$ cat src/rtl/multdiv_pkg.sv
// Shared definitions for the sequential multiply/divide unit.
// Latency: none (package only: types, encodings, cycle-count helpers).
// Backpressure: n/a. Users: multdiv_unit, cla_adder_32.
package multdiv_pkg;

    // FSM state encoding
    localparam logic [1:0] ST_IDLE = 2'd0;
    localparam logic [1:0] ST_MULT = 2'd1;
    localparam logic [1:0] ST_DIV  = 2'd2;
    localparam logic [1:0] ST_DONE = 2'd3;

    typedef enum logic [1:0] {
        IDLE = ST_IDLE,
        MULT = ST_MULT,
        DIV  = ST_DIV,
        DONE = ST_DONE
    } state_t;

    // Radix-4 Booth digit; bit 2 marks a subtraction of the multiple.
    typedef enum logic [2:0] {
        BD_ZERO = 3'b000,
        BD_POS1 = 3'b001,
        BD_POS2 = 3'b010,
        BD_NEG1 = 3'b101,
        BD_NEG2 = 3'b110
    } booth_t;

    // Iteration counts as functions of the operand width.
    function automatic int mult_cycles(input int width);
        return width / 2;
    endfunction

    function automatic int div_cycles(input int width);
        return width;
    endfunction

    // Recode {b[i+1], b[i], b[i-1]} into a Booth digit.
    function automatic booth_t booth_decode(input logic [2:0] bits);
        booth_t d;
        case (bits)
            3'b001, 3'b010: d = BD_POS1;
            3'b011:         d = BD_POS2;
            3'b100:         d = BD_NEG2;
            3'b101, 3'b110: d = BD_NEG1;
            default:        d = BD_ZERO;
        endcase
        return d;
    endfunction

endpackage

$ cat src/rtl/cla_adder_32.sv
// Carry-lookahead adder built from 8-bit blocks with block-level G/P lookahead.
// Latency: purely combinational. Backpressure: none.
// Ports: a_i, b_i (WIDTH), cin_i -> sum_o (WIDTH). WIDTH must be a multiple of 8.
module cla_adder_32 #(
    parameter int WIDTH = 32
) (
    input  logic [WIDTH-1:0] a_i,
    input  logic [WIDTH-1:0] b_i,
    input  logic             cin_i,
    output logic [WIDTH-1:0] sum_o
);
    localparam int NBLK = WIDTH / 8;

    logic [WIDTH-1:0] g, p, c;
    logic [NBLK-1:0]  bg, bp;
    logic [NBLK:0]    bc;
    logic             gg, pp;

    always_comb begin
        g  = a_i & b_i;
        p  = a_i ^ b_i;
        gg = 1'b0;
        pp = 1'b1;
        c  = '0;
        // Block generate/propagate
        for (int k = 0; k < NBLK; k++) begin
            bg[k] = 1'b0;
            bp[k] = 1'b1;
            for (int i = 0; i < 8; i++) begin
                bg[k] = g[8*k+i] | (p[8*k+i] & bg[k]);
                bp[k] = bp[k] & p[8*k+i];
            end
        end
        // Block carries from the lookahead terms
        bc[0] = cin_i;
        for (int k = 0; k < NBLK; k++) begin
            bc[k+1] = bg[k] | (bp[k] & bc[k]);
        end
        // In-block carries: group G/P of the lower bits applied to the block carry-in
        for (int k = 0; k < NBLK; k++) begin
            for (int i = 0; i < 8; i++) begin
                gg = 1'b0;
                pp = 1'b1;
                for (int j = 0; j < i; j++) begin
                    gg = g[8*k+j] | (p[8*k+j] & gg);
                    pp = pp & p[8*k+j];
                end
                c[8*k+i] = gg | (pp & bc[k]);
            end
        end
        sum_o = p ^ c;
    end

endmodule

$ cat src/rtl/multdiv_unit.sv
// Sequential signed multiplier (radix-4 Booth) / divider (non-restoring) on one shared CLA.
// Latency: mult WIDTH/2+1 edges, div WIDTH+1 edges, div-by-zero 1 edge; RDY one cycle.
// Backpressure: none; a new start pulse aborts any op in flight. Divide needs MULTDIV_DIV_EN.
// Ports: clock, reset (async high), data_operandA/B, ctrl_MULT, ctrl_DIV in;
//        data_result, data_exception, data_resultRDY out.
module multdiv_unit #(
    parameter int WIDTH = 32
) (
    input  logic             clock,
    input  logic             reset,
    input  logic [WIDTH-1:0] data_operandA,
    input  logic [WIDTH-1:0] data_operandB,
    input  logic             ctrl_MULT,
    input  logic             ctrl_DIV,
    output logic [WIDTH-1:0] data_result,
    output logic             data_exception,
    output logic             data_resultRDY
);
    import multdiv_pkg::*;

    localparam int W           = WIDTH;
    // Adder is one 8-bit block wider than the operands so the two guard
    // bits of the Booth partial product / divide remainder fit.
    localparam int AW          = WIDTH + 8;
    localparam int CW          = $clog2(WIDTH) + 1;
    localparam int MULT_CYCLES = mult_cycles(WIDTH);
    localparam int DIV_CYCLES  = div_cycles(WIDTH);

    state_t         state_q, state_d;
    logic [CW-1:0]  cnt_q, cnt_d;
    logic [W-1:0]   a_q, a_d;
    // Multiply: {partial[W+1:0], multiplier}; divide: {remainder[W+1:0], quotient}
    logic [2*W+1:0] acc_q, acc_d;
    logic           bm1_q, bm1_d;
    logic [W-1:0]   res_q, res_d;
    logic           exc_q, exc_d;

    logic [AW-1:0]  add_a, add_b, add_sum;
    logic           add_cin;
    logic [AW-1:0]  a_ext, hi_ext;
    booth_t         booth;
    logic           mult_last;
    logic [W:0]     prod_top;
    logic           sum_unused;

    assign a_ext      = {{(AW-W){a_q[W-1]}}, a_q};
    assign hi_ext     = {{(AW-W-2){acc_q[2*W+1]}}, acc_q[2*W+1:W]};
    assign booth      = booth_decode({acc_q[1:0], bm1_q});
    assign mult_last  = (cnt_q == CW'(MULT_CYCLES));
    assign prod_top   = acc_q[2*W-1:W-1];
    assign sum_unused = ^add_sum[AW-1:W+2];

`ifdef MULTDIV_DIV_EN
    logic [W-1:0]  b_q, b_d;
    logic          neg_q, neg_d, bz_q, bz_d;
    logic [AW-1:0] b_ext, opa_ext;
    logic [W+1:0]  rem_sh;
    logic          div_last, div_inv;

    assign b_ext    = {{(AW-W){b_q[W-1]}}, b_q};
    assign opa_ext  = {{(AW-W){data_operandA[W-1]}}, data_operandA};
    assign rem_sh   = {acc_q[2*W:W], acc_q[W-1]};
    assign div_last = (cnt_q == CW'(DIV_CYCLES));
    // Subtract |B| while the remainder is non-negative; a negative B flips the sense.
    assign div_inv  = ~acc_q[2*W+1] ^ b_q[W-1];
`else
    logic pend_q, pend_d;
`endif

    cla_adder_32 #(.WIDTH(AW)) u_cla (
        .a_i   (add_a),
        .b_i   (add_b),
        .cin_i (add_cin),
        .sum_o (add_sum)
    );

    // Adder operand select: one pass per cycle
    always_comb begin
        add_a   = '0;
        add_b   = '0;
        add_cin = 1'b0;
`ifdef MULTDIV_DIV_EN
        if (!ctrl_MULT && ctrl_DIV) begin
            // |A| computed on the start edge
            add_b   = data_operandA[W-1] ? ~opa_ext : opa_ext;
            add_cin = data_operandA[W-1];
        end else
`endif
        if (state_q == MULT && !mult_last) begin
            add_a = hi_ext;
            case (booth)
                BD_POS1: add_b = a_ext;
                BD_POS2: add_b = a_ext << 1;
                BD_NEG1: begin add_b = ~a_ext;        add_cin = 1'b1; end
                BD_NEG2: begin add_b = ~(a_ext << 1); add_cin = 1'b1; end
                default: add_b = '0;
            endcase
        end
`ifdef MULTDIV_DIV_EN
        else if (state_q == DIV && div_last) begin
            // Quotient sign fix: 0 + ~q + 1
            add_b   = neg_q ? ~{{(AW-W){1'b0}}, acc_q[W-1:0]} : {{(AW-W){1'b0}}, acc_q[W-1:0]};
            add_cin = neg_q;
        end else if (state_q == DIV) begin
            add_a   = {{(AW-W-2){rem_sh[W+1]}}, rem_sh};
            add_b   = div_inv ? ~b_ext : b_ext;
            add_cin = div_inv;
        end
`endif
    end

    // Next-state / datapath update
    always_comb begin
        state_d = state_q;
        cnt_d   = cnt_q;
        a_d     = a_q;
        acc_d   = acc_q;
        bm1_d   = bm1_q;
        res_d   = res_q;
        exc_d   = exc_q;
`ifdef MULTDIV_DIV_EN
        b_d     = b_q;
        neg_d   = neg_q;
        bz_d    = bz_q;
`else
        pend_d  = pend_q;
`endif
        case (state_q)
            IDLE: begin
`ifndef MULTDIV_DIV_EN
                // Divide not built: answer a divide request as divide-by-zero
                if (pend_q) begin
                    res_d   = '0;
                    exc_d   = 1'b1;
                    pend_d  = 1'b0;
                    state_d = DONE;
                end
`endif
            end
            MULT: begin
                if (mult_last) begin
                    res_d   = acc_q[W-1:0];
                    exc_d   = ~((&prod_top) | ~(|prod_top));
                    state_d = DONE;
                end else begin
                    acc_d = {{2{add_sum[W+1]}}, add_sum[W+1:0], acc_q[W-1:2]};
                    bm1_d = acc_q[1];
                    cnt_d = cnt_q + CW'(1);
                end
            end
`ifdef MULTDIV_DIV_EN
            DIV: begin
                if (bz_q) begin
                    res_d   = '0;
                    exc_d   = 1'b1;
                    state_d = DONE;
                end else if (div_last) begin
                    res_d   = add_sum[W-1:0];
                    // Only MIN / -1 yields a positive quotient with the top bit set
                    exc_d   = acc_q[W-1] & ~neg_q;
                    state_d = DONE;
                end else begin
                    acc_d = {add_sum[W+1:0], acc_q[W-2:0], ~add_sum[W+1]};
                    cnt_d = cnt_q + CW'(1);
                end
            end
`endif
            DONE:    state_d = IDLE;
            default: state_d = IDLE;
        endcase

        // Start pulses override everything; MULT wins a tie
        if (ctrl_MULT) begin
            state_d = MULT;
            cnt_d   = '0;
            a_d     = data_operandA;
            acc_d   = {{(W+2){1'b0}}, data_operandB};
            bm1_d   = 1'b0;
`ifndef MULTDIV_DIV_EN
            pend_d  = 1'b0;
`endif
        end else if (ctrl_DIV) begin
`ifdef MULTDIV_DIV_EN
            state_d = DIV;
            cnt_d   = '0;
            acc_d   = {{(W+2){1'b0}}, add_sum[W-1:0]};
            b_d     = data_operandB;
            neg_d   = data_operandA[W-1] ^ data_operandB[W-1];
            bz_d    = (data_operandB == '0);
`else
            state_d = IDLE;
            pend_d  = 1'b1;
`endif
        end
    end

    always_ff @(posedge clock or posedge reset) begin
        if (reset) begin
            state_q <= IDLE;
            cnt_q   <= '0;
            a_q     <= '0;
            acc_q   <= '0;
            bm1_q   <= 1'b0;
            res_q   <= '0;
            exc_q   <= 1'b0;
`ifdef MULTDIV_DIV_EN
            b_q     <= '0;
            neg_q   <= 1'b0;
            bz_q    <= 1'b0;
`else
            pend_q  <= 1'b0;
`endif
        end else begin
            state_q <= state_d;
            cnt_q   <= cnt_d;
            a_q     <= a_d;
            acc_q   <= acc_d;
            bm1_q   <= bm1_d;
            res_q   <= res_d;
            exc_q   <= exc_d;
`ifdef MULTDIV_DIV_EN
            b_q     <= b_d;
            neg_q   <= neg_d;
            bz_q    <= bz_d;
`else
            pend_q  <= pend_d;
`endif
        end
    end

    assign data_result    = res_q;
    assign data_exception = exc_q;
    assign data_resultRDY = (state_q == DONE);

endmodule

$ cat config.mk
export PLATFORM = sky130hd
export DESIGN_NAME = multdiv_unit
export DESIGN_NICKNAME = d
export VERILOG_FILES = /design/src/rtl/multdiv_pkg.sv /design/src/rtl/cla_adder_32.sv /design/src/rtl/multdiv_unit.sv
export SDC_FILE = /design/constraint.sdc
export NUM_CORES = 1
export LEC_CHECK = 0
export CAP_MARGIN = 20
export CELL_PAD_IN_SITES_DETAIL_PLACEMENT = 0
export CELL_PAD_IN_SITES_GLOBAL_PLACEMENT = 1
export CORE_UTILIZATION = 40
export CTS_CLUSTER_DIAMETER = 30
export DETAILED_ROUTE_END_ITERATION = 8
export GPL_TIMING_DRIVEN = 0
export PLACE_DENSITY = 0.85
export SYNTH_ARGS = -nofsm -noshare
export SYNTH_HDL_FRONTEND = slang
export SYNTH_SLANG_ARGS = --single-unit
$ cat constraint.sdc
create_clock -name clock -period 4.2 [get_ports clock]
set_input_delay 0.42 -clock clock [delete_from_list [all_inputs] [get_ports clock]]
set_output_delay 0.42 -clock clock [all_outputs]
set_load 0.01 [all_outputs]
; ---- Yosys cells after proc, flatten, opt, wreduce, memory -nomap -nowiden
; Index checks and enable logic that the tools add are counted.
[word_totals]
regBits = 141
in_bits = 68
out_inout_bits = 34
word_cells = 228
[classes]
add_sub_neg = 1
eq_ne = 18
mux = 29
bitwise_logic = 158
reduce_logical = 14
[op_table]
columns = cell, n
row1 = 66-bit two-way mux, 3
row2 = 39-bit one-hot mux with 4 select lines, 1
row3 = 1-bit AND, 89
row4 = 39-bit two-way mux, 2
row5 = 39-bit NOT, 2
row6 = 32-bit two-way mux, 2
row7 = 32-bit one-hot mux with 2 select lines, 1
row8 = 1-bit bitwise OR, 62
row9 = 39-bit AND, 1
row10 = 39-bit bitwise XOR, 1
row11 = 34-bit bitwise XOR, 1
row12 = 33-bit AND reduction, 1
row13 = 33-bit OR reduction, 1
row14 = 6-bit two-way mux, 3
row15 = "3-bit == test, second input constant", 5
row16 = 3-bit one-hot mux with 4 select lines, 1
row17 = 1-bit two-way mux, 10
row18 = "3-bit by 2-bit == test with 1-bit output, second input constant", 3
row19 = 2-bit two-way mux, 4
row20 = "4-bit inequality test, second input constant", 2
row21 = "6-bit by 1-bit adder with 6-bit output, second input constant", 1
row22 = "3-bit by 1-bit == test with 1-bit output, second input constant", 2
row23 = "6-bit by 5-bit == test with 1-bit output, second input constant", 1
row24 = "2-bit inequality test, second input constant", 3
row25 = 13 further kinds, 18

; ---- Depth between registers and ports, before layout
; Gate-level depths: netlist (run 1).
[logic_depth]
depth_word = 34
depth_mapped = 21

; ---- Cells and area by module
; A second synthesis (run 1) with hierarchy kept.
[hier_totals]
hier_cells = 869
hier_area_um2 = 8458.1
[by_module_without_submodules]
columns = mod, instances, cells_per_inst, area_per_inst_um2
row1 = multdiv_unit, 1, 655, 6791.5
row2 = cla_adder_32, 1, 214, 1666.6

; ---- Worst setup path after synthesis (run 1)
; Ideal clock, no wire load.
[synth_path]
path_kind = register to register
start = reg cnt_q[0]
end = reg acc_q[54]
setup_time_ns = 0.094
t_arrival_ns = 4.310
slack_ns = -0.204
path_stages_with_launch = 19
synth_period_minus_slack_ns = 4.404
path_cell_list = dfrtp_1 inv_1 ha_1 nand2b_1 o31ai_2 or2_2 clkbuf_1 clkbuf_1 nor2_1 ha_1 o21a_1 nor2_1 o311ai_0 o2111ai_2 a21oi_1 or3_1 a21oi_1 fa_1 a211oi_1
[synth_between]
elab_chain_len = 28
word_cells_on_any_way = 83
classes_between = 2 x eq/ne / 6 x mux / 72 x bitwise / 3 x reduce/logical
[synth_lines]
columns = element, line
row1 = "start, declared", multdiv_unit.sv:30  ; logic [CW-1:0] cnt_q, cnt_d;
row2 = "start signal, assigned", multdiv_unit.sv:215  ; cnt_q <= cnt_d;
row3 = 6-bit by 5-bit == test with 1-bit output (*), multdiv_unit.sv:49  ; assign mult_last = (cnt_q == CW'(MULT_CYCLES));
row4 = 1-bit zero test, multdiv_unit.sv:89  ; if (state_q == MULT && !mult_last) begin
row5 = 1-bit logical AND, multdiv_unit.sv:89
row6 = 39-bit two-way mux, multdiv_unit.sv:89
row7 = 39-bit bitwise XOR / 39-bit AND (equally long branches), "cla_adder_32.sv:21, cla_adder_32.sv:20"
row8 = 1-bit AND, cla_adder_32.sv:30  ; bg[k] = g[8*k+i] | (p[8*k+i] & bg[k]);
row9 = 1-bit bitwise OR, cla_adder_32.sv:30
row10 = 1-bit AND, cla_adder_32.sv:30
row11 = (+12 left out), n/a
row12 = 1-bit AND, cla_adder_32.sv:37  ; bc[k+1] = bg[k] | (bp[k] & bc[k]);
row13 = 1-bit bitwise OR, cla_adder_32.sv:37
row14 = 1-bit AND, cla_adder_32.sv:37
row15 = 1-bit bitwise OR, cla_adder_32.sv:37
row16 = 34-bit bitwise XOR, cla_adder_32.sv:51  ; sum_o = p ^ c;
row17 = 66-bit two-way mux, multdiv_unit.sv:141  ; if (mult_last) begin
row18 = 66-bit two-way mux, multdiv_unit.sv:128  ; case (state_q)
row19 = 66-bit two-way mux, multdiv_unit.sv:173  ; if (ctrl_MULT) begin
row20 = "end signal, assigned", multdiv_unit.sv:202  ; acc_q <= '0;
row21 = "end signal, assigned", multdiv_unit.sv:217  ; acc_q <= acc_d;
row22 = "end, declared", multdiv_unit.sv:33  ; logic [2*W+1:0] acc_q, acc_d;
; Mark *: on every way between the ends. The rest lies on a longest branch, timed or not. The select of a mux whose other input is x is not followed.
; A chain may end at the register's enable or synchronous reset.

; ---- Final worst setup path (run 1)
[layout_path]
start = reg acc_q[0]
end = reg acc_q[55]
[layout_between]
elab_chain_len = 32
word_cells_on_any_way = 95
classes_between = 10 x eq/ne / 8 x mux / 74 x bitwise / 3 x reduce/logical
[layout_lines]
columns = element, line
row1 = 3-bit == test (tied with other cells), multdiv_pkg.sv:40  ; case (bits)
row2 = 2-bit OR reduction, multdiv_pkg.sv:40
row3 = 3-bit one-hot mux with 4 select lines (*), multdiv_pkg.sv:40
row4 = 3-bit == test (tied with other cells), multdiv_unit.sv:91  ; case (booth)
row5 = 39-bit one-hot mux with 4 select lines, multdiv_unit.sv:91
row6 = 39-bit two-way mux, multdiv_unit.sv:89
row7 = 39-bit bitwise XOR / 39-bit AND (equally long branches), "cla_adder_32.sv:21, cla_adder_32.sv:20"
row8 = 1-bit AND, cla_adder_32.sv:30
row9 = (+16 left out), n/a
row10 = 1-bit AND, cla_adder_32.sv:37
row11 = 1-bit bitwise OR, cla_adder_32.sv:37
row12 = 1-bit AND, cla_adder_32.sv:48  ; c[8*k+i] = gg | (pp & bc[k]);
row13 = 1-bit bitwise OR, cla_adder_32.sv:48
row14 = 34-bit bitwise XOR (*), cla_adder_32.sv:51
row15 = 66-bit two-way mux (*), multdiv_unit.sv:141
row16 = 66-bit two-way mux (*), multdiv_unit.sv:128
row17 = 66-bit two-way mux (*), multdiv_unit.sv:173
; Marks and branches as above.

==> results of run 1 <==
-- state kept, by name (all words and copies together), names as in the netlist --
name / flops
data_result: 32
state_q: 2
cnt_q: 6
a_q: 32
data_exception: 1
acc_q: 64
bm1_q: 1
pend_q: 1
-- synthesized netlist by cell type (all sizes together), types with 2 or more instances --
| library cell | number |
|---|---|
| dfrtp | 139 |
| nand2 | 71 |
| nor2 | 61 |
| clkbuf | 49 |
| o21ai | 46 |
| xor2 | 41 |
| ha | 36 |
| a22o | 34 |
| a21oi | 33 |
| a22oi | 33 |
| and2 | 33 |
| mux2 | 33 |
| mux2i | 33 |
| inv | 24 |
| nand3 | 21 |
| nand4 | 11 |
| nor3 | 11 |
| nor4 | 11 |
| xnor2 | 11 |
| nand2b | 9 |
| a21o | 8 |
| a211oi | 7 |
| or3 | 7 |
| a31oi | 6 |
| buf | 6 |
| o31ai | 6 |
| fa | 5 |
| o22ai | 5 |
| and3 | 4 |
| nand3b | 4 |
| nor3b | 4 |
| o21a | 4 |
| or2 | 4 |
| a211o | 3 |
| and4 | 3 |
| o311ai | 3 |
| a2111o | 2 |
| a21boi | 2 |
| nor4b | 2 |
| o2111ai | 2 |
| o211ai | 2 |
| o21bai | 2 |
-- report_power, final --
group / switching (W) / total (W) / internal, W
combinational: 0.000571 / 0.00105 / 0.000482
sequential: 0.000105 / 0.00155 / 0.00145
clock: 0.000669 / 0.00153 / 0.000856
-- cell type report --
| class | instances | share of cell area, % |
|---|---|---|
| buffer | 51 | 2.77 |
| clock buffer | 18 | 4.08 |
| clock inverter | 14 | 1.41 |
| inverter | 24 | 0.884 |
| multi-input combinational | 621 | 44.1 |
| sequential | 139 | 32.4 |
| tap | 270 | 3.14 |
| timing repair buffer | 123 | 11.3 |
-- per-stage QoR --
step           worst slack [ns]  area [sq um]  utilization (%)  hold WS [ns]  instances
2_1_floorplan            0.0437          8220                -         0.468        839
4_1_cts                 0.00255         10400             51.5         0.389       1243
6_report                 0.0816         10800             53.3         0.368       1260
3_5_place_dp             -0.980          9590             47.6         0.482       1210
5_1_grt                  -0.137         10800             53.3         0.426       1260
3_3_place_gp              -2.02          9560             47.4         0.484       1209
-- cells by family after synthesis --
family	Yosys count	synth area share, %
AOI/OAI and AO/OA	204	17.3
xor gates and xnor gates	52	5.55
adders and majority gates	41	6.71
buffers and inverters	79	3.75
DFF	139	42.4
muxes	66	8.55
and+or+nand+nor	258	15.8
-- worst max path at each step --
stage | startpoint | endpoint | slack (ns) | cells after the start
after CTS | acc_q[0] | acc_q[62] | 0.003 | 18
final | acc_q[0] | acc_q[55] | 0.08 | 19
after global routing | cnt_q[0] | acc_q[55] | -0.14 | 21
after global placement | reset | acc_q[38] | -2.02 | 2
after floorplan | acc_q[0] | acc_q[54] | 0.04 | 17
after detailed placement | acc_q[0] | acc_q[62] | -0.98 | 19
-- routing by layer --
metal  vias up  track usage, %  part of all wire, %
li1       3310               -                    -
met1      3499            29.3                   46
met2       135            36.3                   50
met3        32            3.14                  2.6
met4         0            7.11                  1.7
met5         -               0                    0
-- repair_timing --
action                                  CTS  global route
setup buffers                             5            15
gates cloned                              0             2
gates resized for setup                  52            69
endpoints found under the setup margin   26             7
pin swaps                                 7            24
==> results.sh, run 1 <==
export IMPL_cpPeakStageDelay_ns=0.47
export IMPL_hold_violations=0
export IMPL_worstPathCellList="nand2b_4 > o22ai_4 > ha_4 > or2_4 > buf_8 > nor2_2 > ha_1 > o21a_1 > nor2_4 > o311ai_4 > o2111ai_4 > a21oi_2 > or3_4 > a21oi_4 > fa_2 > xor2_1 > nor2_1 > a21oi_1 > nor2_1"
export IMPL_final_max_slew_viol_count=0
export IMPL_io_pins=102
export IMPL_portBuffers=100
export IMPL_fp_dieArea_sq_um=21100
export IMPL_htree_levels=4
export IMPL_synthCells=839
export IMPL_cts_clk_slew_worst_paths_ns=0.07
export IMPL_die_x_um=145
export IMPL_crit_fanout=6
export IMPL_wire_per_inst_um=18.0
export IMPL_synth_area_leader_cell="dfrtp_1"
export IMPL_cts_made_buffers=17
export IMPL_maxCapViolations=0
export IMPL_syn_nets=948
export IMPL_firstDrtPassIters=6
export IMPL_min_period_over_period_pct=98.1
export IMPL_drt_wl_total_um=22600
export IMPL_path_buf_inv=1
export IMPL_setup_tns_ns=0
export IMPL_rsz0062_at_grt="true"
export IMPL_ir_worst_vdd_uv=296
export IMPL_globalRouteOverflowTotal=0
export IMPL_syn_area_per_cell_sq_um=9.78
export IMPL_r2r_end="acc_q[55]"
export IMPL_synth_edf_count=0
export IMPL_dpl_hpwl_um=15900
export IMPL_layout_common_cells="136 x dfrtp_1, 100 x clkdlybuf4s50_1, 70 x nand2_1"
export IMPL_cts_tree="built"
export IMPL_drive_above_1_share_pct=17.3
export IMPL_seq_area_frac_synth_pct=42.4
export IMPL_root_buffer="clkbuf_16"
export IMPL_netlist_area_sq_um=8210
export IMPL_diodes=0
export IMPL_cpMostUsedCell="nor2_1"
export IMPL_worst_pin_slew_ns=0.773
export IMPL_relSlewSlack_pct=48.4
export IMPL_viasPerCell=5.54
export IMPL_start_util_pct=40.7
export IMPL_fmax_mhz=243
export IMPL_p_per_area_nw_per_um2=384
export IMPL_coreArea_sq_um=20200
export IMPL_fin_skew_ns=0.0117
export IMPL_grt_pass1_wl_um=36300
export IMPL_ys_ff_latch=139
export IMPL_num_vias=6976
export IMPL_worstSkewPairLatency_ns=0.44
export IMPL_arrival_ns=4.41
export IMPL_synthTopCellsByArea="dfrtp_1 42%, ha_1 5.5%, mux2_2 4.4%"
export IMPL_grt_pass1_vias=6844
export IMPL_drt_iter0_drc=451
export IMPL_setup_viol=0
export IMPL_rows=52
export IMPL_place_gp_congestion=0.878
export IMPL_reg2regPathDepth=19
export IMPL_drc=0
export IMPL_crit_path_end_kind="flip-flop"
export IMPL_cp_required_ns=4.49
export IMPL_n_fill_cell=1813
export IMPL_power_w=0.00413
export IMPL_synth_top_cell_area_share_pct=42.4
export IMPL_path_class="flip-flop to flip-flop"
export IMPL_status="completed"
export IMPL_grt_antenna_before_repair=0
export IMPL_yosysWarnings=0
export IMPL_clock_path_buffers=2
export IMPL_postRouteAntennaNets=0
export IMPL_layout_nets=1086
export IMPL_crit_family="simple AND/OR/NAND/NOR gates"
export IMPL_syn2layout_area_growth_pct=31.1
export IMPL_die_h_um=145
export IMPL_final_common_cell="dfrtp_1"
export IMPL_grt_max_degree=97
export IMPL_rr_startpoint="acc_q[0]"
export IMPL_min_period_ns=4.12
export IMPL_postCtsHoldBufs=0
export IMPL_multi_input_area_sq_um=4740
export IMPL_crit_slowest_cell="dfrtp_2"
export IMPL_crit_path_start_kind="flip-flop"
export IMPL_dominantRegCellSynth="dfrtp_1"
export IMPL_r2r_slack_ns=0.08
export IMPL_cts_sinks=139
export IMPL_synthDistinctLibCells=62
export IMPL_final_seq_area_sq_um=3480
export IMPL_track_usage_pct=21.9
export IMPL_synthArstFlopShare_pct=100
export IMPL_p_leak_nw=4.71
export IMPL_hold_class="primary input to asynchronous set/reset pin"
(Power assumes the default switching activity.)
==> run 2: changes to the inputs <==
Settings changed: ABC_AREA from default to 1, CAP_MARGIN 20 to 25, CORE_UTILIZATION 40 to 38, PLACE_DENSITY 0.85 to 0.84, TNS_END_PERCENT from default to 50.
==> results.sh, run 2 <==
export IMPL_firstDrtPassIters=5
export IMPL_crit_path_end_kind="flip-flop"
export IMPL_drc=0
export IMPL_crit_slowest_cell="fa_1"
export IMPL_place_gp_congestion=0.824
export IMPL_fmax_mhz=233
export IMPL_io_pins=102
export IMPL_netlist_area_sq_um=7980
export IMPL_track_usage_pct=21.8
export IMPL_viasPerCell=5.22
export IMPL_seq_area_frac_synth_pct=43.6
export IMPL_portBuffers=100
export IMPL_p_per_area_nw_per_um2=374
export IMPL_crit_fanout=7
export IMPL_grt_max_degree=72
export IMPL_layout_common_cells="155 x nand2_1, 149 x inv_1, 139 x dfrtp_1"
export IMPL_crit_path_start_kind="flip-flop"
export IMPL_synthArstFlopShare_pct=100
export IMPL_setup_slack_ns=-0.0939
export IMPL_synthDistinctLibCells=39
export IMPL_cts_sinks=139
export IMPL_maxCapViolations=0
export IMPL_synth_top_cell_area_share_pct=43.6
export IMPL_final_common_cell="nand2_1"
export IMPL_syn_area_per_cell_sq_um=8.08
export IMPL_globalRouteOverflowTotal=0
export IMPL_cpMostUsedCell="nand2_2"
export IMPL_coreArea_sq_um=20400
export IMPL_syn2layout_area_growth_pct=32.4
export IMPL_dpl_hpwl_um=15900
export IMPL_path_buf_inv=4
export IMPL_diodes=0
export IMPL_setup_viol=2
export IMPL_relSlewSlack_pct=47.6
export IMPL_synthCells=987
export IMPL_syn_nets=1096
export IMPL_min_period_ns=4.29
export IMPL_dominantRegCellSynth="dfrtp_1"
export IMPL_rsz0062_at_grt="true"
export IMPL_cts_tree="built"
export IMPL_largest_reg_flops=64
export IMPL_path_class="flip-flop to flip-flop"
export IMPL_die_h_um=147
export IMPL_grt_antenna_before_repair=0
export IMPL_dpl_cell_area_sq_um=9350
export IMPL_ys_ff_latch=139
export IMPL_final_util_pct=51.7
export IMPL_cpPeakStageDelay_ns=0.45
export IMPL_synth_area_leader_cell="dfrtp_1"
export IMPL_min_period_over_period_pct=102
export IMPL_worstSkewPairLatency_ns=0.43
export IMPL_num_vias=7448
export IMPL_synth_edf_count=0
export IMPL_drt_iter0_drc=477
export IMPL_worst_pin_slew_ns=0.785
export IMPL_rows=52
export IMPL_start_util_pct=39.0
export IMPL_hold_class="primary input to asynchronous set/reset pin"
export IMPL_status="finished, violations left"
export IMPL_grt_pass1_wl_um=37000
export IMPL_yosysMostFrequentCell="nand2_1"
export IMPL_postRouteAntennaNets=0
export IMPL_arrival_ns=4.60
export IMPL_crit_family="simple AND/OR/NAND/NOR gates"
export IMPL_cts_clk_slew_worst_paths_ns=0.07
export IMPL_drive_above_1_share_pct=15.1
export IMPL_cp_required_ns=4.50
export IMPL_yosysWarnings=0
export IMPL_n_fill_cell=1965
export IMPL_root_buffer="clkbuf_16"
export IMPL_synthTopCellsByArea="dfrtp_1 44%, nand2_1 8.0%, inv_1 7.4%"
export IMPL_grt_pass1_vias=7273
export IMPL_postCtsHoldBufs=0
export IMPL_wire_per_inst_um=15.8
export IMPL_die_x_um=147
export IMPL_regMostFlops="acc_q"
export IMPL_hold_violations=0
export IMPL_drt_wl_total_um=22600
export IMPL_ir_worst_vdd_uv=271
export IMPL_clock_path_buffers=2
export IMPL_design_area_sq_um=10600
export IMPL_failed_checks="negative setup slack"
export IMPL_htree_levels=4
export IMPL_layout_nets=1253
export IMPL_yosys_top_cells_count="170 x nand2_1, 157 x inv_1, 139 x dfrtp_1, 96 x nor2_1, 94 x o21ai_0"
export IMPL_cts_made_buffers=17
export IMPL_final_max_slew_viol_count=0
export IMPL_p_leak_nw=4.88
export IMPL_fin_skew_ns=0.0149
export IMPL_fp_dieArea_sq_um=21600
-- run 2: cells by family after synthesis --
| kind of cell | share of synthesized area, % |
|---|---|
| fa+ha+maj | 6.90 |
| compound gates | 18.6 |
| flops | 43.6 |
| buf+inv | 9.90 |
| simple gates | 20.6 |
| xor+xnor | 0.439 |
-- run 2: metal layers --
layer / track usage, % / share of wire, % / vias up
met5: 0 / 0 / -
met4: 6.56 / 2.0 / 0
met3: 3.66 / 4.2 / 23
met2: 35.7 / 47 / 159
met1: 29.4 / 47 / 3604
li1: - / - / 3662
-- run 2: worst paths after layout --
kind | start | to | slack (ns) | cells after the start
max | bm1_q | acc_q[62] | -0.09 | 34
min | reset | acc_q[6] | 0.46 | 2
max reg2reg | bm1_q | acc_q[62] | -0.09 | 34
min reg2reg | data_result[14] | data_result[14] | 0.48 | 2
max in group asynchronous | reset | a_q[12] | 2.94 | 3
min in group clock | data_result[14] | data_result[14] | 0.48 | 2
-- run 2: what timing repair did --
item | CTS | global route
cloned | 0 | 0
pin swaps | 26 | 40
buffers inserted | 20 | 18
endpoints found under the hold margin | 0 | 0
resized for setup | 66 | 43
endpoints found under the setup margin | 14 | 14
-- run 2: area by class of cell --
class / instances / area [sq um] / area share [%]
repair buffers: 138 / 1310 / 12.4
well taps: 270 / 338 / 3.20
plain buffers: 48 / 274 / 2.60
inverters: 160 / 617 / 5.84
clock buffers: 18 / 439 / 4.16
clock inverters: 14 / 148 / 1.40
multi-input cells: 640 / 3950 / 37.4
flip-flops and latches: 139 / 3480 / 32.9
-- run 2: through the flow --
step / setup slack, ns / total power [W] / hold WS, ns / setup TNS, ns / instances
finish: -0.0939 / 0.00395 / 0.463 / -0.0942 / 1427
global route: -0.272 / 0.00414 / 0.511 / -1.16 / 1427
CTS: -0.0667 / 0.00392 / 0.489 / -0.0667 / 1410
detailed placement: -0.643 / 0.00234 / 0.473 / -2.99 / 1358
global placement: -1.92 / 0.00232 / 0.465 / -267.31 / 1357
floorplan: 0.0555 / 0.00207 / 0.471 / 0 / 987
-- run 2: worst reg2reg max path, delay by kind of cell (launching register included) --
kind                     cells  cell delay [ns]
AO/OA/AOI/OAI                4             0.55
adder cells (fa/ha/maj)      3             0.94
buffers and inverters        4             0.55
flip-flops                   1             0.42
AND/OR/NAND/NOR             23             1.73
-- run 2: power breakdown --
part | switching (W) | internal [W] | total (W) | leakage, nW
combinational | 0.000593 | 0.000375 | 0.000968 | 2.78
sequential | 0.0000385 | 0.00144 | 0.00148 | 1.81
clock | 0.000652 | 0.000854 | 0.00151 | 0.281
